File: src/rtl/hilo_muldiv_unit.sv
// hilo_muldiv_unit
//   Iterative unsigned multiply/divide unit that owns the HI/LO register pair.
//   MULTU uses LSB-first shift-add, DIVU uses MSB-first restoring division.
//   Both take WIDTH cycles.
//
// Ports
//   clk, rst_n    : clock (rising edge), asynchronous active-low reset
//   start, op_div : request a new op (0 = MULTU, 1 = DIVU), accepted in IDLE
//   abort         : synchronous cancel of the in-flight op; wins over start
//   opa, opb      : rs / rt operands, latched when start is accepted
//   lh_sel        : 01 = read LO, 10 = read HI onto lh_out (combinational)
//   hi, lo        : architectural HI/LO registers
//   busy          : op in progress
//   done          : one-cycle pulse in the cycle after HI/LO commit
//   div_zero      : last DIVU had a zero divisor
//   stall         : busy and a new HI/LO op or HI/LO read is presented
module hilo_muldiv_unit #(
  parameter int unsigned WIDTH = 32
) (
  input  logic             clk,
  input  logic             rst_n,
  input  logic             start,
  input  logic             op_div,
  input  logic             abort,
  input  logic [WIDTH-1:0] opa,
  input  logic [WIDTH-1:0] opb,
  input  logic [1:0]       lh_sel,
  output logic [WIDTH-1:0] lh_out,
  output logic [WIDTH-1:0] hi,
  output logic [WIDTH-1:0] lo,
  output logic             busy,
  output logic             done,
  output logic             div_zero,
  output logic             stall
);

  localparam int unsigned CW = (WIDTH > 1) ? $clog2(WIDTH) : 1;

  typedef enum logic {IDLE, RUN} state_t;

  state_t             state;
  logic [CW-1:0]      count;
  logic               is_div;
  logic [WIDTH-1:0]   opb_q;
  // Shared working register: MULTU accumulator {upper, lower},
  // DIVU {rem, quot}. Both start as {0, opa}.
  logic [2*WIDTH-1:0] wk;
  logic [2*WIDTH-1:0] wk_next;
  logic [WIDTH:0]     mul_sum;
  logic [WIDTH:0]     rem_sh;
  logic [WIDTH+1:0]   trial;

  always_comb begin
    mul_sum = {1'b0, wk[2*WIDTH-1:WIDTH]} + {1'b0, opb_q};
    rem_sh  = {wk[2*WIDTH-1:WIDTH], wk[WIDTH-1]};
    trial   = {1'b0, rem_sh} - {2'b00, opb_q};
    wk_next = wk;
    if (is_div) begin
      // The shifted remainder is kept one bit wider so the restoring
      // compare is exact. The trial remainder is always below opb, so it
      // fits back into WIDTH bits.
      if (trial[WIDTH+1])
        wk_next = {rem_sh[WIDTH-1:0], wk[WIDTH-2:0], 1'b0};
      else
        wk_next = {trial[WIDTH-1:0], wk[WIDTH-2:0], 1'b1};
    end else begin
      // The carry-out of the add becomes the MSB after the right shift.
      if (wk[0])
        wk_next = {mul_sum, wk[WIDTH-1:1]};
      else
        wk_next = {1'b0, wk[2*WIDTH-1:1]};
    end
  end

  always_ff @(posedge clk or negedge rst_n) begin
    if (!rst_n) begin
      state    <= IDLE;
      count    <= '0;
      is_div   <= 1'b0;
      opb_q    <= '0;
      wk       <= '0;
      hi       <= '0;
      lo       <= '0;
      done     <= 1'b0;
      div_zero <= 1'b0;
    end else begin
      done <= 1'b0;
      unique case (state)
        IDLE: begin
          if (start && !abort) begin
            state    <= RUN;
            count    <= '0;
            is_div   <= op_div;
            opb_q    <= opb;
            wk       <= {{WIDTH{1'b0}}, opa};
            div_zero <= 1'b0;
          end
        end
        RUN: begin
          if (abort) begin
            state <= IDLE;
          end else begin
            wk    <= wk_next;
            count <= count + 1'b1;
            if (count == CW'(WIDTH - 1)) begin
              hi       <= wk_next[2*WIDTH-1:WIDTH];
              lo       <= wk_next[WIDTH-1:0];
              div_zero <= is_div && (opb_q == '0);
              done     <= 1'b1;
              state    <= IDLE;
            end
          end
        end
        default: state <= IDLE;
      endcase
    end
  end

  assign busy  = (state == RUN);
  assign stall = busy & (start | (lh_sel == 2'b01) | (lh_sel == 2'b10));

  always_comb begin
    lh_out = '0;
    case (lh_sel)
      2'b01:   lh_out = lo;
      2'b10:   lh_out = hi;
      default: lh_out = '0;
    endcase
  end

endmodule

File: config.mk
export PLATFORM = sky130hd
export DESIGN_NAME = hilo_muldiv_unit
export DESIGN_NICKNAME = d
export VERILOG_FILES = /design/src/rtl/hilo_muldiv_unit.sv
export SDC_FILE = /design/constraint.sdc
export NUM_CORES = 1
export LEC_CHECK = 0
export ABC_AREA = 1
export CAP_MARGIN = 20
export CORE_UTILIZATION = 38
export DETAILED_ROUTE_END_ITERATION = 16
export SETUP_SLACK_MARGIN = 0.2
export SLEW_MARGIN = 10
export SYNTH_ARGS = -nofsm -noshare
export SYNTH_HDL_FRONTEND = slang
export SYNTH_SLANG_ARGS = --single-unit
File: constraint.sdc
create_clock -name clk -period 5.9 [get_ports clk]
set_input_delay 1.475 -clock clk [delete_from_list [all_inputs] [get_ports clk]]
set_output_delay 1.475 -clock clk [all_outputs]
set_load 0.01 [all_outputs]
==> Yosys cells after proc, flatten, opt, wreduce, memory -nomap -nowiden <==
Cells that the tools add are included.
Widths: inputs -> output; s select.
{ "totals": {"input_bits": 71, "out_inout_bits": 100, "ff_bits": 169} }
{ "op_classes": {"n_bitwise": 5, "muxes": 21, "n_reduce_logical": 8, "n_eq_ne": 6, "n_addsub": 3} }
{ "ops": {"columns": ["op", "count"], "rows": [
  ["$mux 64", 5],
  ["$pmux 64 s2", 1],
  ["$pmux 32 s2", 1],
  ["$sub 33x32->34", 1],
  ["$add 32x32->33", 1],
  ["$logic_not 32->1", 1],
  ["$mux 5", 2],
  ["$pmux 5 s2", 1],
  ["$mux 1", 9],
  ["$reduce_and 3->1", 2],
  ["$add 5x1->5 const B", 1],
  ["$eq 5x5->1 const B", 1],
  ["$ne 2x2->1 const B", 2],
  ["$pmux 1 s2", 2],
  ["$reduce_and 2->1", 2],
  ["$eq 2x1->1 const B", 1],
  ["$eq 2x2->1 const B", 1],
  ["$logic_and 1x1->1", 2],
  ["$ne 2x1->1 const B", 1],
  ["$not 1->1", 2],
  ["$or 1x1->1", 2],
  ["$and 1x1->1", 1],
  ["$logic_not 1->1", 1]
]} }

==> Depth between registers and ports, before layout <==
Gate-level depths: netlist of run 1.
{ "logic_depth": {"depth_word": 5, "mapped_depth": 18} }

==> Least setup slack after synthesis of run 1 <==
No wires, ideal clock.
{ "synth_timing": {"path_kind": "input -> output", "startpoint": "input lh_sel[1]", "endpoint": "output lh_out[1]", "path_buffers": 2, "stages": 6, "path_slack_ns": 2.032, "required_ns": 4.425, "arrival_time_ns": 2.393, "path_cell_list": "inv_1 -> ha_1 -> clkbuf_1 -> clkbuf_1 -> nand2_1 -> a21oi_1"} }
{ "synth_via": {"elab_chain_len": 2, "elab_cells_between_ends": 3, "cone_classes": "eq/ne: 2; mux: 1"} }
{ "synth_rtl": {"columns": ["element", "line_no", "source"], "rows": [
  ["start, declared", "27", "input logic [1:0] lh_sel,"],
  ["$eq 2x2->1 / $eq 2x1->1 (equally long branches)", "124", "case (lh_sel)"],
  ["$pmux 32 s2 *", "124", null],
  ["end, declared", "28", "output logic [WIDTH-1:0] lh_out,"]
]} }
Mark *: on every way between the ends. The rest lies on a longest branch, timed or not.

==> Worst setup path in the final report of run 1 <==
{ "layout_timing": {"startpoint": "input lh_sel[0]", "endpoint": "output lh_out[8]"} }
The elaborated chain is that of the path after synthesis.

==> results of run 1 <==
## metrics by stage
stage                     setup slack, ps  hold slack, ps  power (mW)   util
final                                 759             518        6.23  0.461
after global routing                  651             539        6.78  0.461
after CTS                             778             519        6.23  0.461
after detailed placement              772             499        5.07  0.444
after global placement                882             490        5.04  0.444
after floorplan                      2030             468        4.06      -
## flip-flops by register name, indices dropped and copies added, names as in the netlist
name      cells
hi           32
div_zero      1
done          1
wk           64
count         5
busy          1
lo           32
opb_q        32
is_div        1
## routing by layer
layer / part of all wire / global-route usage
met5: 0 / 0
met4: 0.024 / 0.0830
met3: 0.045 / 0.0333
met2: 0.47 / 0.445
met1: 0.46 / 0.372
## tightest hold or removal path, delay by kind of cell, from the launching register on
kind / cells / cell delay (ps)
flops: 1 / 370
simple gates: 2 / 110
## layout make-up
cell class                 instances  area, um^2
fill                            3780       19200
multi-input combinational       1648        7950
sequential                       169        4230
timing repair buffer             185        1830
inverter                         323        1210
tap                              461         577
clock buffer                      17         425
clock inverter                    15         156
## how the worst min path moves through the flow
| stage | from | depth (start not counted) | endpoint |
|---|---|---|---|
| after floorplan | count[1] | 2 | count[1] |
| after global placement | count[4] | 1 | count[4] |
| after detailed placement | lo[9] | 2 | lo[9] |
| after CTS | lo[9] | 2 | lo[9] |
| after global routing | lo[10] | 2 | lo[10] |
| final | lo[23] | 2 | lo[23] |
## report_power, final
group | internal (mW) | total, mW | leakage [nW] | switching [mW]
combinational | 1.12 | 3.49 | 6.31 | 2.37
sequential | 1.33 | 1.60 | 2.22 | 0.271
clock | 0.566 | 1.14 | 0.289 | 0.570
## cell families after synthesis
logic type               synth area share
XOR/XNOR                          0.00955
AO/OA/AOI/OAI                      0.0998
adder cells (fa/ha/maj)            0.0648
AND/OR/NAND/NOR                     0.403
buffers and inverters               0.116
flip-flops                          0.307
## placed cells by master, fill, tap and decap left out, types with 17 or more instances in the layout
master           count
nand2_1            929
inv_1              311
clkdlybuf4s50_1    169
dfrtp_1            168
nand3_1            148
nor2_1             125
a21oi_1            108
o21ai_0             91
ha_1                68
o22ai_1             30
nand4_1             22
nand3_2             17
nand3b_1            17
clkbuf_16           17
==> results.ini, run 1 <==
[outcome]
status=complete, no violations

[synth]
async_flop_share=1.00
synthFlopType=dfrtp_1
synth_warnings=0
synthCells=2221
synth_top_cell_by_area=dfrtp_1
synth.avg_cell_area_um2=6.19
syn_nets=2362
yosysMostFrequentCell=nand2_1
synth-edff-count=0
syn-cell-area_um2=13800
synth-seq-area-share=0.307
ys_types=39
yosysTopAreaCellShare=0.307
synth_area_leaders=dfrtp_1 (31%), nand2_1 (25%), inv_1 (8.5%)
synth_commonest_cells=nand2_1 (930), inv_1 (311), dfrtp_1 (169), nand3_1 (148), nor2_1 (128)
synth_seq_cells=169

[place]
dp_hpwl_mm=38.2
placed_cells=2786
portBuffers=170
place_congestion=0.947
place_area_um2=15800

[setup_path]
cp_max_fo=32
worst_r2r_startpoint=opb_q[8]
cp_slowest_cell=ha_1
crit_family=buffers and inverters
path_depth=5
rr_worst_depth=16
required_ps=4430
arrival_ps=3670
path_common_cell=clkdlybuf4s50_1
cpPeakStageDelay_ps=1000
reg2reg_to=hi[28]
crit_buf_inv=3
cp-endpoint=lh_out[8]
startpoint=lh_sel[0]
setup.worst_path.start_class=primary input
cp-end-kind=output port
path_cells=clkdlybuf4s50_1 > inv_1 > ha_1 > a21oi_1 > clkdlybuf4s50_1
r2r_slack_ps=2620
crit_type=in -> out

[sta]
finalSetupTns_ps=0
setup_viol=0
min_period_ps=5140
fmax_ghz=0.195
period_share=0.871
rsz0062_at_grt=no
relSlewSlack=0.277
finalHoldViolCount=0
skew_ps=18.4
maxSlewViolCount=0
worst_pin_slew_ps=1090

[routing]
ant_nets=0
drt_pre_antenna_iters=5
avgViaCountPerCell=5.11
dr.first_iter.drc_count=1097
finalWirelength_mm=49.3
num_vias=14400
post_drt_wl_per_cell_um=17.5
drc=0

[clock_tree]
htreeDepth=4
cts_tree=yes
clkTransAtPathRegs_ps=80
cts_root_buf=clkbuf_16
clock_latency_ps=460
hold_buffers=0
clk_path_buf_depth=2
post_cts_resized=0
cts_setup_buffers=0
clock_sinks=169
numCtsBuffers=17

[global_route]
antenna_found_initial=0
grt.overflow.total=0
grt_usage=0.272
grt_pass1_wl_mm=76.6
grt_max_degree=100
grt_pass1_vias=13700

[floorplan]
io_pins=171
coreArea_um2=35600
die_h_um=192
initial_core_util=0.387
die_x_um=192
rows=69
die_area_um2=37000

[layout]
design_area_um2=16400
final_cells=2818
insertedDiodeCount=0
drive_gt1_frac=0.0484
nets=2485
syn2layout_area_growth_pct=19.1

[power_and_ir_drop]
power.density_nw_per_um2=380
p_leak_nw=8.81
peakVddDrop_v=0.000232

[hold_path]
hp-class=reg -> reg

[flow_run]
cap_violations=0

No activity file was read; power rests on OpenSTA's default activity.
==> run 2, diff against run 1 <==
--- a/config.mk
+++ b/config.mk
@@ -8,6 +8,7 @@
 export ABC_AREA = 1
 export CAP_MARGIN = 20
 export CORE_UTILIZATION = 38
+export CTS_BUF_LIST = sky130_fd_sc_hd__clkbuf_8
 export DETAILED_ROUTE_END_ITERATION = 16
 export SETUP_SLACK_MARGIN = 0.2
 export SLEW_MARGIN = 10
==> results.ini, run 2 (same netlist as run 1, synthesis figures left out) <==
[routing]
drc=0
avgViaCountPerCell=5.11
num_vias=14400
post_drt_wl_per_cell_um=17.5
drt_pre_antenna_iters=7
dr.first_iter.drc_count=1111
ant_nets=0
finalWirelength_mm=49.2

[clock_tree]
clk_path_buf_depth=2
numCtsBuffers=17
post_cts_resized=0
cts_root_buf=clkbuf_8
clock_sinks=169
htreeDepth=4
cts_setup_buffers=0
clock_latency_ps=510
clkTransAtPathRegs_ps=110
hold_buffers=0
cts_tree=yes

[sta]
rsz0062_at_grt=no
min_period_ps=5140
relSlewSlack=0.273
period_share=0.872
finalSetupTns_ps=0
setup_viol=0
worst_pin_slew_ps=1090
skew_ps=20.3
finalHoldViolCount=0
fmax_ghz=0.194
maxSlewViolCount=0

[layout]
largest_reg_flops=64
final_cells=2818
nets=2485
layout.cells.most_common=nand2_1
regMostFlops=wk
layout_common_cells=nand2_1 (929), inv_1 (311), clkdlybuf4s50_1 (169)
insertedDiodeCount=0
drive_gt1_frac=0.0484
nFillCells=3793
syn2layout_area_growth_pct=17.7

[setup_path]
cp_max_fo=32
rr_worst_depth=16
r2r_slack_ps=2610
crit_type=in -> out
startpoint=lh_sel[0]
required_ps=4430
path_cells=clkdlybuf4s50_1 > inv_1 > ha_1 > a21oi_1 > clkdlybuf4s50_1
path_common_cell=clkdlybuf4s50_1
cpPeakStageDelay_ps=1010
worst_r2r_startpoint=opb_q[8]
cp_slowest_cell=ha_1
cp-end-kind=output port
arrival_ps=3670
reg2reg_to=hi[28]
setup.worst_path.start_class=primary input

[power_and_ir_drop]
power.density_nw_per_um2=367
peakVddDrop_v=0.000200
p_leak_nw=8.73

[hold_path]
min_from=lo[23]
holdPathEnd=lo[23]
hp-class=reg -> reg
hold_path_depth=2

[floorplan]
die_h_um=192
io_pins=171
coreArea_um2=35600
rows=69
initial_core_util=0.387
die_area_um2=37000
die_x_um=192

[place]
placed_cells=2786
place_congestion=0.947
portBuffers=170
dp_hpwl_mm=38.2

[global_route]
grt_usage=0.271
antenna_found_initial=0
grt.overflow.total=0
grt_max_degree=100
grt_pass1_wl_mm=76.5
grt_pass1_vias=13600

[flow_run]
cap_violations=0

[outcome]
status=complete, no violations

## run 2: cell count changes in the layout (fill, tap and decap cells not counted)
cell       before  now
clkbuf_16      17    0
clkbuf_8        0   17
## run 2: layout make-up
class / instances / area [um^2] / share of cell area
Clock buffer: 17 / 234 / 0.0144
Clock inverter: 15 / 156 / 0.00966
Inverter: 323 / 1210 / 0.0749
Multi-Input combinational cell: 1648 / 7950 / 0.491
Sequential cell: 169 / 4230 / 0.261
Tap cell: 461 / 577 / 0.0356
Timing Repair Buffer: 185 / 1830 / 0.113
## run 2: worst max path at each step
stage / to / slack (ps)
3_5_place_dp: lh_out[8] / 770
6_report: lh_out[0] / 760
2_1_floorplan: lh_out[1] / 2030
5_1_grt: lh_out[11] / 650
3_3_place_gp: lh_out[1] / 880
4_1_cts: lh_out[8] / 780
## run 2: routing by layer
metal  vias up  track usage  wire length [um]  share of wire
met5         -            0                 0              0
met3        52       0.0336              2240          0.045
li1       7227            -                 -              -
met1      6753        0.370             22700           0.46
met2       360        0.450             23300           0.47
met4         0       0.0718               937          0.019
## run 2: through the flow
| step | instance area [um^2] | total power [mW] | utilization | setup WS, ps | hold slack [ps] |
|---|---|---|---|---|---|
| floorplan | 13800 | 4.06 | - | 2030 | 468 |
| global route | 16200 | 6.49 | 0.455 | 651 | 547 |
| finish | 16200 | 5.95 | 0.455 | 755 | 526 |
| CTS | 16200 | 5.95 | 0.455 | 778 | 527 |
| global placement | 15800 | 5.04 | 0.444 | 882 | 490 |
| detailed placement | 15800 | 5.07 | 0.444 | 772 | 499 |
## run 2: worst max-delay path, delay by kind of cell
kind,cells,cell delay (ps)
fa+ha+maj,1,1010
compound gates,1,100
buf+inv,3,1080
## run 2: power breakdown
group          total [mW]  switching (mW)  internal, mW
Clock               0.858           0.540         0.318
Sequential           1.60           0.272          1.33
Combinational        3.49            2.37          1.12
Total                5.95            3.18          2.77
